$ cat config.mk
export PLATFORM = sky130hd
export DESIGN_NAME = mem_stage_ctrl
export DESIGN_NICKNAME = d
export VERILOG_FILES = /design/src/rtl/mem_ctrl_defs.sv /design/src/rtl/dff.sv /design/src/rtl/mem_timeout_cnt.sv /design/src/rtl/mem_stage_ctrl.sv
export SDC_FILE = /design/constraint.sdc
export NUM_CORES = 1
export LEC_CHECK = 0
export CORE_MARGIN = 2
export CORE_UTILIZATION = 34
export CTS_CLUSTER_DIAMETER = 50
export DETAILED_ROUTE_END_ITERATION = 6
export GPL_ROUTABILITY_DRIVEN = 0
export PLACE_DENSITY_LB_ADDON = 0.15
export SLEW_MARGIN = 20
export SYNTH_ARGS = -nofsm -noshare
export SYNTH_HDL_FRONTEND = slang
export SYNTH_SLANG_ARGS = --single-unit
$ cat constraint.sdc
create_clock -name clk -period 2.8 [get_ports clk]
set_input_delay 0.84 -clock clk [delete_from_list [all_inputs] [get_ports clk]]
set_output_delay 0.84 -clock clk [all_outputs]
set_load 0.02 [all_outputs]
$ cat src/rtl/mem_ctrl_defs.sv
// Shared definitions for the memory-stage controller: FSM state encoding and default parameters.
package mem_ctrl_defs;

    typedef enum logic [1:0] {
        ST_IDLE = 2'd0,
        ST_WAIT = 2'd1,
        ST_DONE = 2'd2
    } state_t;

    localparam int          TIMEOUT_DEF  = 255;
    localparam logic [15:0] ERR_DATA_DEF = 16'hDEAD;

endpackage

$ cat src/rtl/dff.sv
// Generic register with asynchronous active-high reset to RST_VAL.
// Latency: 1 cycle; no backpressure.
module dff #(
    parameter int           W       = 1,
    parameter logic [W-1:0] RST_VAL = '0
) (
    input  logic         clk,
    input  logic         rst,
    input  logic [W-1:0] d,
    output logic [W-1:0] q
);

    always_ff @(posedge clk or posedge rst) begin
        if (rst) q <= RST_VAL;
        else     q <= d;
    end

endmodule

$ cat src/rtl/mem_timeout_cnt.sv
// WAIT-cycle counter; tc flags the TIMEOUT-th enabled cycle combinationally.
// Latency: 0 cycles for tc; no backpressure.
module mem_timeout_cnt #(
    parameter int TIMEOUT = 255
) (
    input  logic clk,
    input  logic rst,
    input  logic clr,
    input  logic en,
    output logic tc
);

    logic [15:0] cnt;

    always_ff @(posedge clk or posedge rst) begin
        if (rst)      cnt <= '0;
        else if (clr) cnt <= '0;
        else if (en)  cnt <= cnt + 16'd1;
    end

    // cnt counts completed WAIT cycles, so TIMEOUT-1 marks the last allowed one
    assign tc = en & (cnt == 16'(TIMEOUT - 1));

endmodule

$ cat src/rtl/mem_stage_ctrl.sv
// EX/MEM -> data memory req/done handshake; min 3 cycles per access, 0 for non-memory ops.
// Holds mem_stall until done or timeout; MEM_ALIGN_CHK_EN rejects odd addresses.
module mem_stage_ctrl
    import mem_ctrl_defs::*;
#(
    parameter int          TIMEOUT  = TIMEOUT_DEF,
    parameter logic [15:0] ERR_DATA = ERR_DATA_DEF
) (
    input  logic        clk,
    input  logic        rst,
    input  logic [15:0] EX_MEM_ex_res,
    input  logic [15:0] EX_MEM_wr_data,
    input  logic        EX_MEM_mem_rd,
    input  logic        EX_MEM_mem_wr,
    input  logic        EX_MEM_halt,
    input  logic        flush,
    output logic        mem_req,
    output logic        mem_wr,
    output logic [15:0] mem_addr,
    output logic [15:0] mem_wdata,
    input  logic [15:0] mem_rdata,
    input  logic        mem_done,
    output logic [15:0] data_out,
    output logic        mem_stall,
    output logic        err_timeout,
    output logic        err_align
);

    logic [1:0]  state_raw;
    state_t      state_q;
    state_t      state_nxt;
    logic [15:0] data_q;
    logic [15:0] data_nxt;
    logic        cancel_q;
    logic        cancel_nxt;

    logic op, misalign, issue, in_idle, in_wait;
    logic tc, done_ok, tmo, wait_end;

    assign state_q = state_t'(state_raw);
    assign in_idle = (state_q == ST_IDLE);
    assign in_wait = (state_q == ST_WAIT);

    // rst gating keeps the combinational request path quiet while reset is held
    assign op = (EX_MEM_mem_rd | EX_MEM_mem_wr) & ~EX_MEM_halt & ~flush & ~rst;

`ifdef MEM_ALIGN_CHK_EN
    assign misalign = op & EX_MEM_ex_res[0];
`else
    assign misalign = 1'b0;
`endif

    assign issue    = in_idle & op & ~misalign;
    assign done_ok  = in_wait & mem_done;
    assign tmo      = in_wait & tc & ~mem_done;
    assign wait_end = done_ok | tmo;

    mem_timeout_cnt #(.TIMEOUT(TIMEOUT)) u_tmo_cnt (
        .clk (clk),
        .rst (rst),
        .clr (~in_wait),
        .en  (in_wait),
        .tc  (tc)
    );

    always_comb begin
        state_nxt  = state_q;
        data_nxt   = data_q;
        cancel_nxt = cancel_q;
        case (state_q)
            ST_IDLE: begin
                data_nxt   = '0;
                cancel_nxt = 1'b0;
                if (issue) state_nxt = ST_WAIT;
            end
            ST_WAIT: begin
                if (flush) cancel_nxt = 1'b1;
                if (wait_end) begin
                    // a squashed access still has to drain, but its result is dropped
                    if (cancel_q | flush) begin
                        state_nxt  = ST_IDLE;
                        cancel_nxt = 1'b0;
                    end else begin
                        state_nxt = ST_DONE;
                        if (done_ok) data_nxt = EX_MEM_mem_rd ? mem_rdata : 16'h0000;
                        else         data_nxt = ERR_DATA;
                    end
                end
            end
            ST_DONE: begin
                state_nxt = ST_IDLE;
                data_nxt  = '0;
            end
            default: begin
                state_nxt  = ST_IDLE;
                data_nxt   = '0;
                cancel_nxt = 1'b0;
            end
        endcase
    end

    dff #(.W(2), .RST_VAL(ST_IDLE)) u_state (
        .clk (clk), .rst (rst), .d (state_nxt), .q (state_raw)
    );

    dff #(.W(16), .RST_VAL(16'h0000)) u_data (
        .clk (clk), .rst (rst), .d (data_nxt), .q (data_q)
    );

    dff #(.W(1), .RST_VAL(1'b0)) u_cancel (
        .clk (clk), .rst (rst), .d (cancel_nxt), .q (cancel_q)
    );

    assign mem_req     = issue;
    assign mem_wr      = issue & EX_MEM_mem_wr;
    assign mem_addr    = issue ? EX_MEM_ex_res  : 16'h0000;
    assign mem_wdata   = issue ? EX_MEM_wr_data : 16'h0000;
    assign mem_stall   = issue | in_wait;
    assign err_timeout = tmo;
    assign err_align   = misalign & in_idle;
    assign data_out    = data_q;

endmodule

* After elaboration in Yosys (flattened, before gate mapping) *
Cells that the tools add are included.

cells by class
  $add $sub $neg = 1
  equal/unequal tests = 6
  mux-type cells = 16
  bitwise operators = 17
  reduce and logical (&&, ||, !) cells = 3

operator list
  operator                                        number
  two-way mux 16 bit                              8
  adder 16 x 1 -> 16 bit, second input constant   1
  == test 16 x 8 -> 1 bit, second input constant  1
  AND 1 bit                                       9
  two-way mux 2 bit                               3
  != test 2 bit, second input constant            2
  inverter 1 bit                                  4
  OR 1 bit                                        4
  case mux 2 bit (2 select lines)                 1
  AND reduction 2 bit                             2
  two-way mux 1 bit                               3
  == test 2 x 1 -> 1 bit, second input constant   1
  == test 2 bit, second input constant            1
  logical NOT 2 bit                               1
  != test 2 x 1 -> 1 bit, second input constant   1
  case mux 1 bit (2 select lines)                 1

storage, ports and cells
  bits in registers = 35
  output and inout bits = 53
  logic and storage cells = 47

* Longest topological paths before layout *
Gate-level depths: netlist of run 1.

  depth in word-level cells = 7
  gate-level depth with buffers = 7

* By module *
From an unflattened synthesis of run 1, not the netlist that was laid out.

unflattened totals
  cell total of the unflattened synthesis = 226
  area, all modules = 2,085.8 um^2

modules (own cells, without submodules)
  module           times used  cells an instance  area each (um^2)  sequential area each (um^2)
  mem_timeout_cnt  1           88                 850.8             400.4
  mem_stage_ctrl   1           116                748.2             0.0
  dff at u_data    1           17                 404.1             400.4
  dff at u_state   1           3                  53.8              50.0
  dff at u_cancel  1           2                  28.8              25.0

* Least setup slack after synthesis of run 1 *
Ideal clock, no wire load.

  path type = input-to-output
  from = in flush
  to = out mem_wdata[10]
  arrival time = 2.350 ns
  setup slack = -0.390 ns
  stages = 4
  path buffers = 1
  cells stage by stage = or4_1 nor3_1 clkbuf_1 and2_1

between the ends
  word-level cells in the longest chain between the ends = 5

RTL lines
  what                    line                   text
  from (decl)             mem_stage_ctrl.sv:16   input logic flush,
  inverter 1 bit          mem_stage_ctrl.sv:45   assign op = (EX_MEM_mem_rd | EX_MEM_mem_wr) & ~EX_MEM_halt & ~flush & ~rst;
  AND 1 bit (2 in a row)  mem_stage_ctrl.sv:45
  AND 1 bit               mem_stage_ctrl.sv:53   assign issue = in_idle & op & ~misalign;
  net mem_req             mem_stage_ctrl.sv:17   output logic mem_req,
  two-way mux 16 bit      mem_stage_ctrl.sv:117  assign mem_wdata = issue ? EX_MEM_wr_data : 16'h0000;
  to (decl)               mem_stage_ctrl.sv:20   output logic [15:0] mem_wdata,

The timed path passes the listed nets, and every way through them passes these cells.

* Worst setup path after layout of run 1 *
  from = in EX_MEM_halt
  to = out mem_addr[10]

between the ends
  word-level cells in the longest chain between the ends = 6

RTL lines
  what                    line                   text
  from (decl)             mem_stage_ctrl.sv:15   input logic EX_MEM_halt,
  inverter 1 bit          mem_stage_ctrl.sv:45
  AND 1 bit (3 in a row)  mem_stage_ctrl.sv:45
  AND 1 bit               mem_stage_ctrl.sv:53
  two-way mux 16 bit      mem_stage_ctrl.sv:116  assign mem_addr = issue ? EX_MEM_ex_res : 16'h0000;
  to (decl)               mem_stage_ctrl.sv:19   output logic [15:0] mem_addr,

Every way passes these cells.

==> results.tsv, run 1 <==
stage	metric	value	unit
global_routing	grt_pass1_vias	1816	
job	maxCapViolCount	0	
synth	synthDistinctLibCells	39	
timing	fin_crit_sh	1.081	
drt	wl_per_cell	16.11	microns
floorplanning	core_area	5107	sq um
synth	ys_top_cells_by_count	35 x and2_1, 35 x dfrtp_1, 14 x nor2_1, 10 x a221o_1, 9 x nand2_1	
timing	hold_viol	0	
run_status	violations	negative setup slack	
place	portBuffers	106	
timing	slew_violations	0	
cts	cts_max_level	2	
drt	wirelength	6.091	mm
worst_hold_path	hp-class	reg -> reg	
place	post_dp_cell_area	3084	sq um
synth	synth_area	1798	sq um
floorplanning	fp.dieH	76.72	microns
synth	netlist.top_cell.by_area	dfrtp_1	
global_routing	gr-total-overflow	0	
final_layout	finish.net_count	363	
cts	cts_sinks	35	
cts	path_clk_slew	80	ps
critical_path	cp-start-kind	input pin	
drt	drc	0	
synth	ys.flop_type	dfrtp_1	
final_layout	fin_area	3488	sq um
synth	ys_warn_count	0	
cts	clockBufferDepth	2	
floorplanning	pin_count	108	
timing	fin_ws	-226.4	ps
critical_path	reg2reg_setup_slack	900	ps
timing	fmax	0.3304	GHz
final_layout	final_core_util	0.6830	
worst_hold_path	hold-path-cell-count	1	
timing	slew_headroom	0.6466	
cts	cts_tree	done	
timing	worstMarginPinSlew	529.5	ps
critical_path	crit_arrival	2190	ps
final_layout	synthToLayoutAreaGrowth	94.02	%
timing	finalSetupTns	-5973	ps
critical_path	path_max_fanout	5	
pwr	p_leak	1.584	nW
drt	num_vias	1828	
drt	via_per_inst	4.836	
timing	fin_skew	9.499	ps
critical_path	r2r-end	u_tmo_cnt.cnt[13]	
synth	synthCells	181	
final_layout	drive_above_1_share	0.3583	
synth	yosysSeqAreaShare	0.4871	
synth	ys_async_sr_fraction	1.000	
synth	synth.avg_cell_area	9.934	sq um
floorplanning	num_rows	26	
synth	syn_nets	238	
worst_hold_path	holdCritStartpoint	u_data.q[14]	
drt	drtAntennaViolNets	0	
pwr	peakVddDrop	0.0003935	V
critical_path	r2r_start	u_tmo_cnt.cnt[3]	
timing	rsz0062_at_grt	yes	
global_routing	track_usage	0.2055	
timing	min_period	3026	ps
drt	first_pass_iters	4	
cts	clk_latency	290	ps
global_routing	antenna_found_initial	1	
synth	synth_top_area_frac	0.4871	
pwr	p_total	1.293	mW
place	pre_cts_slack	-965.3	ps
synth	yosys_register_bits	35	
floorplanning	initial_utilization	0.3520	
cts	cts_made_buffers	5	
drt	initialDrtViolationCount	98	
critical_path	end_kind	output pin	
global_routing	grt_pass1_wl	9.639	mm
critical_path	critical_path_class	in -> out	
floorplanning	die_x	76.72	microns
synth	synth_top_cells_by_area	dfrtp_1 49%, and2_1 12%, a221o_1 5.6%	
worst_hold_path	whs_endpoint	u_data.q[14]	
pwr	p_per_area	370.8	nW/um^2
run_status	status	finished with violations	
global_routing	grt_max_degree	24	
critical_path	worstPathRequired	1960	ps
critical_path	reg2regPathDepth	4	
floorplanning	die_area	5886	sq um
synth	synth-edff-count	0	
timing	setup-violations-final	35	
cts	root_buffer	clkbuf_8	
place	dpl.hpwl	4.053	mm
==> cell families (layout without fill, tap and decap cells) <==
logic type,Yosys count,count (layout),share of synthesized area
other,1,2,0.002086
buffers and inverters,14,140,0.03201
XOR/XNOR,8,8,0.03897
adder cells (fa/ha/maj),2,2,0.01392
AO/OA/AOI/OAI,31,31,0.1315
flip-flops,35,35,0.4871
AND/OR/NAND/NOR,90,90,0.2944
==> report_power, final <==
| part | internal [mW] | leakage, nW | switching [mW] | total (mW) |
|---|---|---|---|---|
| clock | 0.356 | 0.0654 | 0.181 | 0.537 |
| sequential | 0.511 | 0.487 | 0.00429 | 0.515 |
| combinational | 0.147 | 1.03 | 0.0939 | 0.241 |
| total | 1.01 | 1.58 | 0.279 | 1.29 |
==> metal layers <==
layer,share of wire,vias to the layer above,track usage
li1,-,890,-
met1,0.43,863,0.2660
met2,0.50,70,0.3465
met3,0.064,5,0.05059
met4,0.0066,0,0.04909
met5,0,-,0
==> critical path, cell delays in order <==
cell    delay (ps)
buf_6           90
or4_4          480
nor3_4         180
buf_6          140
buf_12         110
buf_16         100
and2_4         140
buf_6          110
==> cell usage in the layout, fill, tap and decap left out, drive strengths merged, types with 2 or more instances in the layout <==
master / count
nor3: 3
nand2b: 2
xnor2: 4
nand3: 3
clkbuf: 7
and2: 35
nor4: 2
or3: 6
nor2: 14
dfrtp: 35
clkdlybuf4s50: 66
bufinv: 2
buf: 59
xor2: 4
a21oi: 7
a221o: 10
a22o: 5
or4: 2
nand4: 5
inv: 3
ha: 2
dlymetal6s2s: 2
o21ai: 5
and4: 3
nand2: 9
==> area by class of cell <==
class	count	area [sq um]
diodes	1	2.502
clock buffers	6	72.57
clock inverters	2	60.06
fillers	396	1619
inverters	3	11.26
multi-input cells	132	967.2
flip-flops and latches	35	875.8
well taps	70	87.58
repair buffers	129	1411
==> sequential cells by signal (all words and copies together) (netlist names) <==
name           cells
u_data.q          16
u_cancel.q         1
u_tmo_cnt.cnt     16
u_state.q          2
==> stage by stage <==
step	hold slack, ps	instances
global route	528.9	378
global placement	467.2	360
floorplan	473.9	181
finish	494.4	378
detailed placement	481.1	360
CTS	497.8	376
==> worst max-delay path by stage <==
| stage | from | endpoint | slack (ps) | cells after the start |
|---|---|---|---|---|
| 4_1_cts | EX_MEM_halt | mem_addr[0] | -280 | 8 |
| 3_3_place_gp | flush | mem_wdata[6] | -930 | 6 |
| 6_report | EX_MEM_halt | mem_addr[10] | -230 | 8 |
| 2_1_floorplan | flush | mem_wdata[10] | -20 | 4 |
| 3_5_place_dp | flush | mem_wdata[5] | -970 | 6 |
| 5_1_grt | EX_MEM_halt | mem_addr[10] | -270 | 8 |
==> what timing repair did <==
item | in CTS | in global routing
cloned | 4 | 1
hold buffers | 0 | 0
endpoints found under the setup margin | 36 | 35
setup buffers | 4 | 1
pin swaps | 18 | 9
resized for setup | 256 | 5
Note: power is estimated with default switching activity, not from simulation.
==> run 2: changes to the inputs <==
GPL_ROUTABILITY_DRIVEN = unset   (was 0)
==> results of run 2 <==
The final DEF is identical to that of run 1; final timing and power are the same.
